$ cat src/rtl/snd_cmd_mailbox.sv
// ============================================================================
// Module  : snd_cmd_mailbox
// Brief   : Main-to-sound CPU command FIFO (first-word-fall-through) with IRQ.
// Revision: 1.0 - initial release
// ============================================================================
`default_nettype none

module snd_cmd_mailbox #(
   parameter int DATA_W   = 8,
   parameter int DEPTH    = 4,
   parameter int IRQ_MODE = 0
) (
   input  logic                       clk_49m,
   input  logic                       reset,
   input  logic                       cs_sounddata,
   input  logic [DATA_W-1:0]          cpubrd_Din,
   input  logic                       irq_trigger,
   input  logic                       snd_rd,
   input  logic                       snd_irq_ack,
   input  logic                       ovf_clr,
   output logic [DATA_W-1:0]          snd_dout,
   output logic                       snd_irq,
   output logic                       empty,
   output logic                       full,
   output logic [$clog2(DEPTH):0]     count,
   output logic                       overflow
);

   localparam int AW = $clog2(DEPTH);
   localparam int CW = AW + 1;
   localparam logic [CW-1:0] c_depth = CW'(DEPTH);

   logic [DATA_W-1:0] r_mem [DEPTH];
   logic [AW-1:0]     r_wr_ptr, r_rd_ptr;
   logic [CW-1:0]     r_count;
   logic              r_empty, r_full, r_ovf, r_irq;
   logic              r_cs_q, r_trig_q;
   logic [DATA_W-1:0] r_last;

   logic              w_push_req, w_trig, w_pop, w_push, w_drop;
   logic [CW-1:0]     w_count_nxt;

   assign w_push_req  = cs_sounddata & ~r_cs_q;
   assign w_trig      = irq_trigger & ~r_trig_q;
   assign w_pop       = snd_rd & ~r_empty;
   // A full FIFO still accepts a push when a pop frees a slot in the same cycle.
   assign w_push      = w_push_req & (~r_full | w_pop);
   assign w_drop      = w_push_req & r_full & ~w_pop;
   assign w_count_nxt = r_count + CW'(w_push) - CW'(w_pop);

   always_ff @(posedge clk_49m) begin
      if (w_push)
         r_mem[r_wr_ptr] <= cpubrd_Din;
   end

   always_ff @(posedge clk_49m or posedge reset) begin
      if (reset) begin
         r_wr_ptr <= '0;
         r_rd_ptr <= '0;
         r_count  <= '0;
         r_empty  <= 1'b1;
         r_full   <= 1'b0;
         r_ovf    <= 1'b0;
         r_cs_q   <= 1'b0;
         r_trig_q <= 1'b0;
         r_last   <= '0;
      end else begin
         r_cs_q   <= cs_sounddata;
         r_trig_q <= irq_trigger;
         if (w_push)
            r_wr_ptr <= r_wr_ptr + 1'b1;
         if (w_pop) begin
            r_rd_ptr <= r_rd_ptr + 1'b1;
            r_last   <= r_mem[r_rd_ptr];
         end
         r_count <= w_count_nxt;
         r_empty <= (w_count_nxt == '0);
         r_full  <= (w_count_nxt == c_depth);
         if (w_drop)
            r_ovf <= 1'b1;
         else if (ovf_clr)
            r_ovf <= 1'b0;
      end
   end

   generate
      if (IRQ_MODE == 0) begin : g_irq_edge
         always_ff @(posedge clk_49m or posedge reset) begin
            if (reset)
               r_irq <= 1'b0;
            else if (w_trig)
               r_irq <= 1'b1;
            else if (snd_irq_ack)
               r_irq <= 1'b0;
         end
      end else begin : g_irq_level
         always_ff @(posedge clk_49m or posedge reset) begin
            if (reset)
               r_irq <= 1'b0;
            else
               r_irq <= ~r_empty;
         end
      end
   endgenerate

   // The pop slot is not the last popped word, so show a held copy while empty.
   assign snd_dout = r_empty ? r_last : r_mem[r_rd_ptr];
   assign snd_irq  = r_irq;
   assign empty    = r_empty;
   assign full     = r_full;
   assign count    = r_count;
   assign overflow = r_ovf;

endmodule

`default_nettype wire
$ cat config.mk
export PLATFORM = sky130hd
export DESIGN_NAME = snd_cmd_mailbox
export DESIGN_NICKNAME = d
export VERILOG_FILES = /design/src/rtl/snd_cmd_mailbox.sv
export SDC_FILE = /design/constraint.sdc
export NUM_CORES = 1
export LEC_CHECK = 0
export ABC_AREA = 1
export CAP_MARGIN = 20
export CORE_MARGIN = 5
export CORE_UTILIZATION = 49
export DETAILED_ROUTE_END_ITERATION = 10
export PLACE_DENSITY = 0.86
export SLEW_MARGIN = 5
export SYNTH_ARGS = -nofsm -noshare
export SYNTH_HDL_FRONTEND = slang
export SYNTH_SLANG_ARGS = --single-unit
$ cat constraint.sdc
create_clock -name clk_49m -period 2.05 [get_ports clk_49m]
set_input_delay 0.41 -clock clk_49m [delete_from_list [all_inputs] [get_ports clk_49m]]
set_output_delay 0.41 -clock clk_49m [all_outputs]
set_load 0.02 [all_outputs]
After elaboration in Yosys (flattened, before gate mapping) --
Memories as Yosys holds them, arrays and structs flattened. Index checks and enable logic that the tools add are counted.
Word-level totals: register bits 21, memory bits (writable) 32, output and inout port bits 15, memories kept 1
Memories:
- r_mem | words 4, bits a word 8, rd ports 1, clocked after memory_dff 0, wr ports 1, line 33 | logic [DATA_W-1:0] r_mem [DEPTH];
Cells by class: $add $sub $neg 4, equal/unequal tests 1, mux-type cells 7, bitwise logic cells 12, reduce and logical (&&, ||, !) cells 3
Operators by type and width (count):
- two-way mux 8 bit | 1
- bitwise AND 1 bit | 6
- two-way mux 1 bit | 6
- NOT 1 bit | 5
- adder 2 x 1 -> 2 bit (second input constant) | 2
- nonzero test 2 bit | 2
- adder 3 x 1 -> 3 bit | 1
- equality test 3 bit (second input constant) | 1
- logical NOT 3 bit | 1
- subtractor 3 x 1 -> 3 bit | 1
- bitwise OR 1 bit | 1

Depth between registers and ports, before layout --
Gate-level depths: netlist (run 1).
depth in word-level cells 7, gate-level depth with buffers 13, gate-level depth less buffers 12

Least setup slack after synthesis (run 1) --
Ideal clock, no wire load.
path kind register -> register, start reg r_empty (netlist: empty), end reg r_full (netlist: full), library setup time 77 ps, data arrival time 2265 ps, data required time 1973 ps, setup slack -292 ps, cell stages (with the launch flop) 12, path buffers 1, cells stage by stage dfstp_2 > buf_6 > inv_8 > nand2_4 > nand2_2 > nand2_2 > ha_1 > inv_1 > ha_1 > fa_1 > or2_2 > a21oi_1
Between the ends: cells in the longest elaborated chain, start to end 7
RTL lines:
- start: declaration | line 36 | logic r_empty, r_full, r_ovf, r_irq;
- start signal: assignment | line 77 | r_empty <= (w_count_nxt == '0);
- NOT 1 bit (*) | line 45 | assign w_pop = snd_rd & ~r_empty;
- bitwise AND 1 bit (*) | line 45
- bitwise OR 1 bit | line 47 | assign w_push = w_push_req & (~r_full | w_pop);
- bitwise AND 1 bit | line 47
- adder 3 x 1 -> 3 bit | line 49 | assign w_count_nxt = r_count + CW'(w_push) - CW'(w_pop);
- subtractor 3 x 1 -> 3 bit (*) | line 49
- named net w_count_nxt[1] | line 41 | logic [CW-1:0] w_count_nxt;
- equality test 3 bit (*) | line 78 | r_full <= (w_count_nxt == c_depth);
- end signal: assignment | line 78
- end: declaration | line 36
Mark *: on every way through the listed nets, which the timed path passes. The rest lies on a longest branch. A chain may end at the register's enable or synchronous reset.

Worst setup path after layout (run 1) --
start reg r_empty (netlist: empty), end reg r_full (netlist: full)
Between the ends: cells in the longest elaborated chain, start to end 7
RTL lines:
- NOT 1 bit (*) | line 45
- bitwise AND 1 bit (*) | line 45
- named net w_pop | line 40 | logic w_push_req, w_trig, w_pop, w_push, w_drop;
- bitwise OR 1 bit | line 47
- bitwise AND 1 bit | line 47
- adder 3 x 1 -> 3 bit | line 49
- subtractor 3 x 1 -> 3 bit (*) | line 49
- named net w_count_nxt[1] | line 41
- equality test 3 bit (*) | line 78
Marked as above.

==> results of run 1 <==
where the power goes:
part	internal, uW	switching (uW)
Sequential	1360	149
Clock	359	326
Combinational	664	1030
Total	2380	1500
cells by family (layout without fill, tap and decap cells):
family | Yosys count | after routing | share of synthesized area, %
buf+inv | 28 | 77 | 6.64
xor+xnor | 2 | 2 | 1.09
flops | 53 | 53 | 64.8
compound gates | 3 | 3 | 0.762
simple gates | 119 | 119 | 22.6
fa+ha+maj | 7 | 7 | 4.14
sequential cells by signal, summed over array words and instances (netlist names):
signal    cells
count         3
empty         1
full          1
overflow      1
r_cs_q        1
r_last        8
r_mem        32
r_rd_ptr      2
r_trig_q      1
r_wr_ptr      2
snd_irq       1
layer usage:
layer  vias up  part of all wire [%]
met3        11                   5.4
li1        786                     -
met1       756                    42
met4         0                   2.7
met5         -                     0
met2        48                    50
through the flow:
| step | hold slack (ns) | worst slack (ns) | instances | total power, uW | util [%] |
|---|---|---|---|---|---|
| after floorplan | 0.386 | -0.165 | 212 | 2660 | - |
| final | 0.391 | -0.0666 | 315 | 3890 | 62.2 |
| after CTS | 0.394 | -0.0950 | 315 | 3880 | 62.4 |
| after detailed placement | 0.445 | -0.465 | 306 | 3290 | 60.0 |
| after global placement | 0.430 | -0.422 | 306 | 3240 | 60.0 |
| after global routing | 0.432 | -0.105 | 315 | 4160 | 62.2 |
cells in the final DEF (no fill, tap or decap):
cell type	count
nand2_1	75
nand3_1	32
edfxtp_1	32
dfrtp_1	19
clkdlybuf4s50_1	19
buf_4	17
inv_1	15
clkbuf_2	7
clkbuf_8	5
inv_2	4
nor2_1	4
ha_1	4
inv_8	2
nand2_4	2
o22ai_1	2
ha_4	2
dlygate4sd2_1	2
nand2_8	1
inv_4	1
xor2_1	1
nand3_2	1
nand2_2	1
or2_4	1
nor2_2	1
a21oi_2	1
nor2_8	1
xor2_2	1
fa_2	1
clkinv_1	1
bufinv_16	1
clkinvlp_4	1
dfstp_2	1
clkdlybuf4s15_1	1
buf_6	1
dfrtp_2	1
what timing repair did:
| item | 4_1_cts | 5_1_grt |
|---|---|---|
| pin swaps | 2 | 0 |
| buffers inserted | 1 | 0 |
| setup endpoints to repair | 12 | 11 |
| gates resized for setup | 12 | 21 |
cell type report:
type                            count  area [um^2]
Fill cell                         354         1750
Clock buffer                        5         68.8
Timing Repair Buffer               47          392
Clock inverter                      3         41.3
Inverter                           22          100
Sequential cell                    53         1490
Tap cell                           54         67.6
Multi-Input combinational cell    131          719
worst paths after layout:
path                       cells past startpoint  slack, ns          end
max                                           10      -0.07         full
min                                            2       0.39     overflow
max reg2reg                                   10      -0.07         full
min reg2reg                                    1       0.45      snd_irq
max in group asynchronous                      3       1.13  r_rd_ptr[0]
min in group clk_49m                           1       0.45      snd_irq
==> summary by stage, run 1 <==
Synth
The share of the yosys chip area belonging to registers is 64.8%. After synthesis, the cell types taking the most area are edfxtp_1 (42%), dfrtp_1 (22%), nand2_1 (12%). The number of enable-type register cells in the synthesized netlist is 32. Synthesis produced a netlist with a net count of 234. nand2_1 is the most common cell in the netlist. The share of synthesized flip-flops with an asynchronous set or reset is 39.6%.

The synthesized flop and latch total is 53. After synthesis, the most frequently instantiated cells are nand2_1 (76), nand3_1 (33), edfxtp_1 (32). A synthesized cell averages 10.8 um^2.

Of the post-synthesis cell area, the dominant cell type holds 41.8%. Synthesis instantiated 24 different standard cells from the library. The area of the mapped netlist is 2300 um^2. For this run, the number of Yosys warnings is 0.

The number of standard cells after synthesis is 212. The largest total area in the synthesized netlist belongs to edfxtp_1. The dominant register cell in the synthesized netlist is edfxtp_1.

Setup path
The worst-path cell with the longest stage delay is dfstp_2. At the worst endpoint, the arrival time is 2.36 ns. The critical register-to-register path startpoint is empty. The first element of the critical path is empty.

The most common cell type on the critical path is ha_4. The critical path in this run is classified as register to register. Among cell families on the critical path, the largest total delay comes from adder cells. Traced cell by cell, the critical path runs through inv_8 -> nand2_8 -> buf_6 -> inv_4 -> ha_4 -> inv_2 -> ha_4 -> fa_2 -> or2_4 -> a21oi_2. The number of buffers and inverters on the critical path is 4. The worst setup path is captured at a register. Along the worst path, the maximum fanout reaches 3.

The biggest cell delay along the critical path is 0.59 ns. The worst setup path is launched from a register. At the worst endpoint, the required time is 2.29 ns.

Global routing
The met1 usage in global routing is 18.4%. The busiest metal layer after global routing is met2. The first global-routing pass estimated 7.17 mm of wire. The met3 global-route usage is 3.78%. The routing usage on met2 is 25.8%.

After global routing the overflow that remains totals 0. The maximum number of pins on one net before global-route repair is 19. The initial antenna violation count was 0. The via count of the first global-routing pass is 1536.

In the global route stage, overall resource usage came out at 15.5%.

Route
The vias per cell is 5.08. The count of vias placed by the detailed router is 1601. The number of search-and-repair iterations in the first detailed-routing pass is 4. In the final routed layout, each cell accounts on average for 13.7 um. After detailed routing, the number of remaining DRC violations is 0. The total length of routed wires is 4.32 mm. The count of antenna-violating nets left after detailed routing is 0. The detailed router finished its first iteration with 108 violations.

Timing
Setup repair after global routing could not meet its margin everywhere. The total of endpoints with negative setup slack in the final report is 2. The aggregate negative setup slack is -0.115 ns. For the pin with the worst max-slew slack, the measured transition is 0.413 ns.

The upper clock frequency limit is 0.472 GHz. The minimum clock period is 2.12 ns. For the final database, setup skew stands at 0.00405 ns. Setup slack on the critical path of the routed design comes to -0.0666 ns. The max-slew violation total from the final report was 0.

The fraction of the cycle the final worst path needs is 103%. The count of final hold-check violations came to 0. In this run the tightest slew margin relative to its limit is 72.4%.

Floorplanning
The number of placement rows is 25. The die is 78.5 um wide. The die is 78.5 um tall. The floorplan step defined a die boundary enclosing 6160 um^2. The core region is 4630 um^2. The number of ports placed on the die boundary is 30. For this configuration, the core starts out at a cell density of 49.6%.

Layout
Compared with the post-synthesis result, the final layout area differs by 25.3%. After routing the design area is 2880 um^2. The total number of nets in the final design is 282. The share of layout cells above drive strength 1 is 20.7%. The repair_antennas step left the layout with diodes totalling 0.

Min path
The min-delay analysis places its worst path in the category input port to asynchronous set/reset pin.

Power
The highest ir drop seen on vdd is 0.521 mV. Dividing total power by cell area gives a power density of 1350 nW/um^2. The standby leakage power is 0.00128 uW.

Status
The final reports fail on setup timing. The run finished, with violations left.

Place
Routability-driven placement finished with a final weighted congestion of 0.795. The placed instance area is 2780 um^2. The count of input and output buffers is 29. Detailed placement finished with a half-perimeter wire length of 3.14 mm.

Clocking
The count of hold buffers inserted by post-cts repair is 0. TritonCTS built the clock tree. The buffer depth of the longest clock path is 2. The tree is rooted in a clkbuf_8. The clock drives 53 sinks. The number of buffers inserted during clock tree synthesis is 5. The clock latency reported for the late side of the worst-skew pair is 0.30 ns.

Clock-pin slew was measured on the worst setup and hold paths at 0.09 ns. The number of H-tree levels is 2.

Flow run
The tool flagged a number of max-cap violations equal to 0.
(Power assumes the default switching activity.)
==> inputs of run 2 (changes only) <==
--- a/config.mk
+++ b/config.mk
@@ -7,10 +7,10 @@
 export LEC_CHECK = 0
 export ABC_AREA = 1
 export CAP_MARGIN = 20
-export CORE_MARGIN = 5
+export CORE_MARGIN = 4
 export CORE_UTILIZATION = 49
 export DETAILED_ROUTE_END_ITERATION = 10
-export PLACE_DENSITY = 0.86
+export PLACE_DENSITY = 0.72
 export SLEW_MARGIN = 5
 export SYNTH_ARGS = -nofsm -noshare
 export SYNTH_HDL_FRONTEND = slang
==> run 2 against run 1 <==
Against the previous run:
- combinational power up 4%
- the run still ends with setup timing left
- sequential share of layout area down 0.42 points
- worst setup slack better by 0.0028 ns
- critical path depth unchanged
- global-route usage up 1.1 points
- final cell count down 0.63%
==> summary by stage, run 2 (synthesis results as in run 1) <==
Setup path
Traced cell by cell, the critical path runs through inv_8 -> nand2_8 -> buf_12 -> inv_4 -> ha_4 -> inv_2 -> ha_4 -> fa_2 -> or2_4 -> a21oi_2. The sort of element at the end of the critical path is a register. The data arrival time at the worst-slack endpoint is 2.35 ns (about the same). The biggest cell delay along the critical path is 0.60 ns (about the same). The worst setup path is of the register to register kind.

The path depth of the worst reg2reg path came to 10 (unchanged). The startpoint type of the worst setup path is a register. The worst-path cell with the longest stage delay is dfstp_2. The data required time at the worst endpoint came to 2.28 ns (about the same). The peak fanout along the critical path was 2 (-1).

In this design, the critical path's most frequently occurring cell is ha_4.

Clocking
The root buffer cell chosen for the clock tree is clkbuf_8. The clock edge transition at the registers on the reported setup and hold paths is 0.09 ns (about the same). The clock latency reported for the late side of the worst-skew pair came to 0.30 ns (about the same).

The clock net sink count is 53 (unchanged). The TritonCTS clock tree is yes. The number of buffers inserted during clock tree synthesis is 5 (unchanged). The buffer depth of the longest clock path is 2 (unchanged). The number of H-tree levels is 2 (unchanged).

Timing
The count of final hold-check violations was 0 (unchanged). The worst relative slew slack is 82.3% (+9.9 points). The max-slew violation total from the final report was 0 (unchanged). The actual slew at the worst max-slew pin is 0.265 ns (-0.148 ns). The maximum clock skew at final layout is 0.00291 ns (-0.00114 ns). The fraction of the cycle the final worst path needs is 103% (-0.14 points). The upper clock frequency limit is 0.473 GHz (+0.13%). The total of endpoints with negative setup slack in the final report is 2 (unchanged). The worst-case setup margin in the final layout is -0.0638 ns (+0.00278 ns). The minimum clock period is 2.11 ns (-0.00278 ns). The worst hold slack after final layout is 0.435 ns (+0.0433 ns). The aggregate negative setup slack is -0.118 ns (-0.00314 ns).

Setup repair after global routing could not meet its margin everywhere.

Min path
The tightest min-delay check is of the input port to asynchronous set/reset pin type.

Route
The count of antenna-violating nets left after detailed routing is 0 (unchanged). The vias per cell is 4.98 (-2.0%). The total length of routed wires was 4.34 mm (+0.49%). The post-detailed-route DRC marker count is 0 (unchanged). The wire length per cell is 13.9 um (+1.1%). The violation count after the first detailed-routing iteration is 114 (+5.6%).

The number of search-and-repair iterations in the first detailed-routing pass is 4 (unchanged). The count of vias placed by the detailed router is 1559 (-2.6%).

Place
The placer congestion estimate was 0.812 (+2.2%). The HPWL after detailed placement is 3.10 mm (-1.3%). The count of input and output buffers was 29 (unchanged).

Status
The final reports fail on setup timing. The run finished, with violations left.

Flow run
The max-capacitance violation count was 0 (unchanged).

Floorplanning
The number of ports placed on the die boundary is 30 (unchanged). The placeable core region is 4440 um^2 (-4.0%). The vertical extent of the die is 76.5 um (-2.5%). The initial standard-cell utilization of the core is 51.7% (+2.1 points).

The floorplan die area is 5850 um^2 (-5.0%). The die boundary width came to 76.5 um (-2.5%). The number of placement rows is 24 (-4.0%).

Power
The standby leakage power was 0.00130 uW (+0.91%). The total power density per cell area is 1370 nW/um^2 (+1.0%). The highest ir drop seen on vdd is 0.576 mV (+10%).

Global routing
The via count of the first global-routing pass is 1576 (+2.6%). The sum of overflow across all layers after global routing came to 0 (unchanged). The global-route wire length before repair is 7.46 mm (+4.0%). The maximum number of pins on one net before global-route repair is 22 (+3).

The initial antenna violation count is 0 (unchanged). The global-route total usage across every layer was 16.5% (+1.1 points).

Layout
The library cell used most frequently in the layout, excluding fill and tap cells, is nand2_1. The number of antenna cells inserted is 0 (unchanged). The total number of nets in the final design came to 282 (unchanged). The share of layout cells above drive strength 1 was 18.8% (-1.9 points). The top register by number of flip-flops is r_mem. The area overhead of the layout relative to synthesis is 26.3%. The number of flip-flops under the largest register name came to 32 (unchanged).

Leaving out fill and tap cells, the most frequent cells in the layout are nand2_1 (76), nand3_1 (33), edfxtp_1 (32).
==> run 2: changes by cell type in the layout (fill, tap and decap cells not counted), sizes merged <==
cell / previous run / this run
clkbuf: 12 / 11
clkdlybuf4s15: 1 / 2
==> run 2: final timing paths <==
check	startpoint	end	slack, ns
worst max register to register	empty	full	-0.06
worst min register to register	r_trig_q	snd_irq	0.48
worst min-delay path	reset	r_cs_q	0.43
min in group clk_49m	r_trig_q	snd_irq	0.48
worst max-delay path	empty	full	-0.06
max in group asynchronous	reset	empty	1.35
==> run 2: metal layers <==
metal / track usage, % / part of all wire (%)
met5: 0 / 0
met1: 20.9 / 46
met4: 7.79 / 2.2
met2: 26.1 / 47
met3: 4.85 / 4.8
==> run 2: metrics by stage <==
stage	util (%)	setup slack (ns)	instance area, um^2	cells	total power (uW)
6_report	65.3	-0.0638	2900	313	3960
5_1_grt	65.3	-0.138	2900	313	4250
4_1_cts	65.5	-0.107	2910	312	3980
3_5_place_dp	63.3	-0.457	2810	304	3370
3_3_place_gp	63.3	-0.423	2810	304	3340
2_1_floorplan	-	-0.165	2350	212	2660
==> run 2: what timing repair did <==
action / CTS / global route
pin swaps: 1 / 1
setup buffers: 0 / 1
endpoints found under the setup margin: 12 / 11
resized for setup: 11 / 15
hold buffers: 0 / 0
==> run 2: where the power goes <==
group          switching, uW  internal (uW)
sequential               160           1360
clock                    319            359
combinational           1030            732
==> run 2: worst max-delay path, delay by kind of cell (launching register included) <==
kind | cells | cell delay, ns
buffers and inverters | 4 | 0.21
and+or+nand+nor | 2 | 0.32
adders and majority gates | 3 | 0.83
AOI/OAI and AO/OA | 1 | 0.10
DFF | 1 | 0.60
==> run 2: final cells by class <==
type                       count  area (um^2)
fill                         347         1540
sequential                    53         1490
multi-input combinational    131          709
timing repair buffer          47          430
inverter                      22         97.6
clock buffer                   5         68.8
tap                           52         65.1
clock inverter                 3         41.3
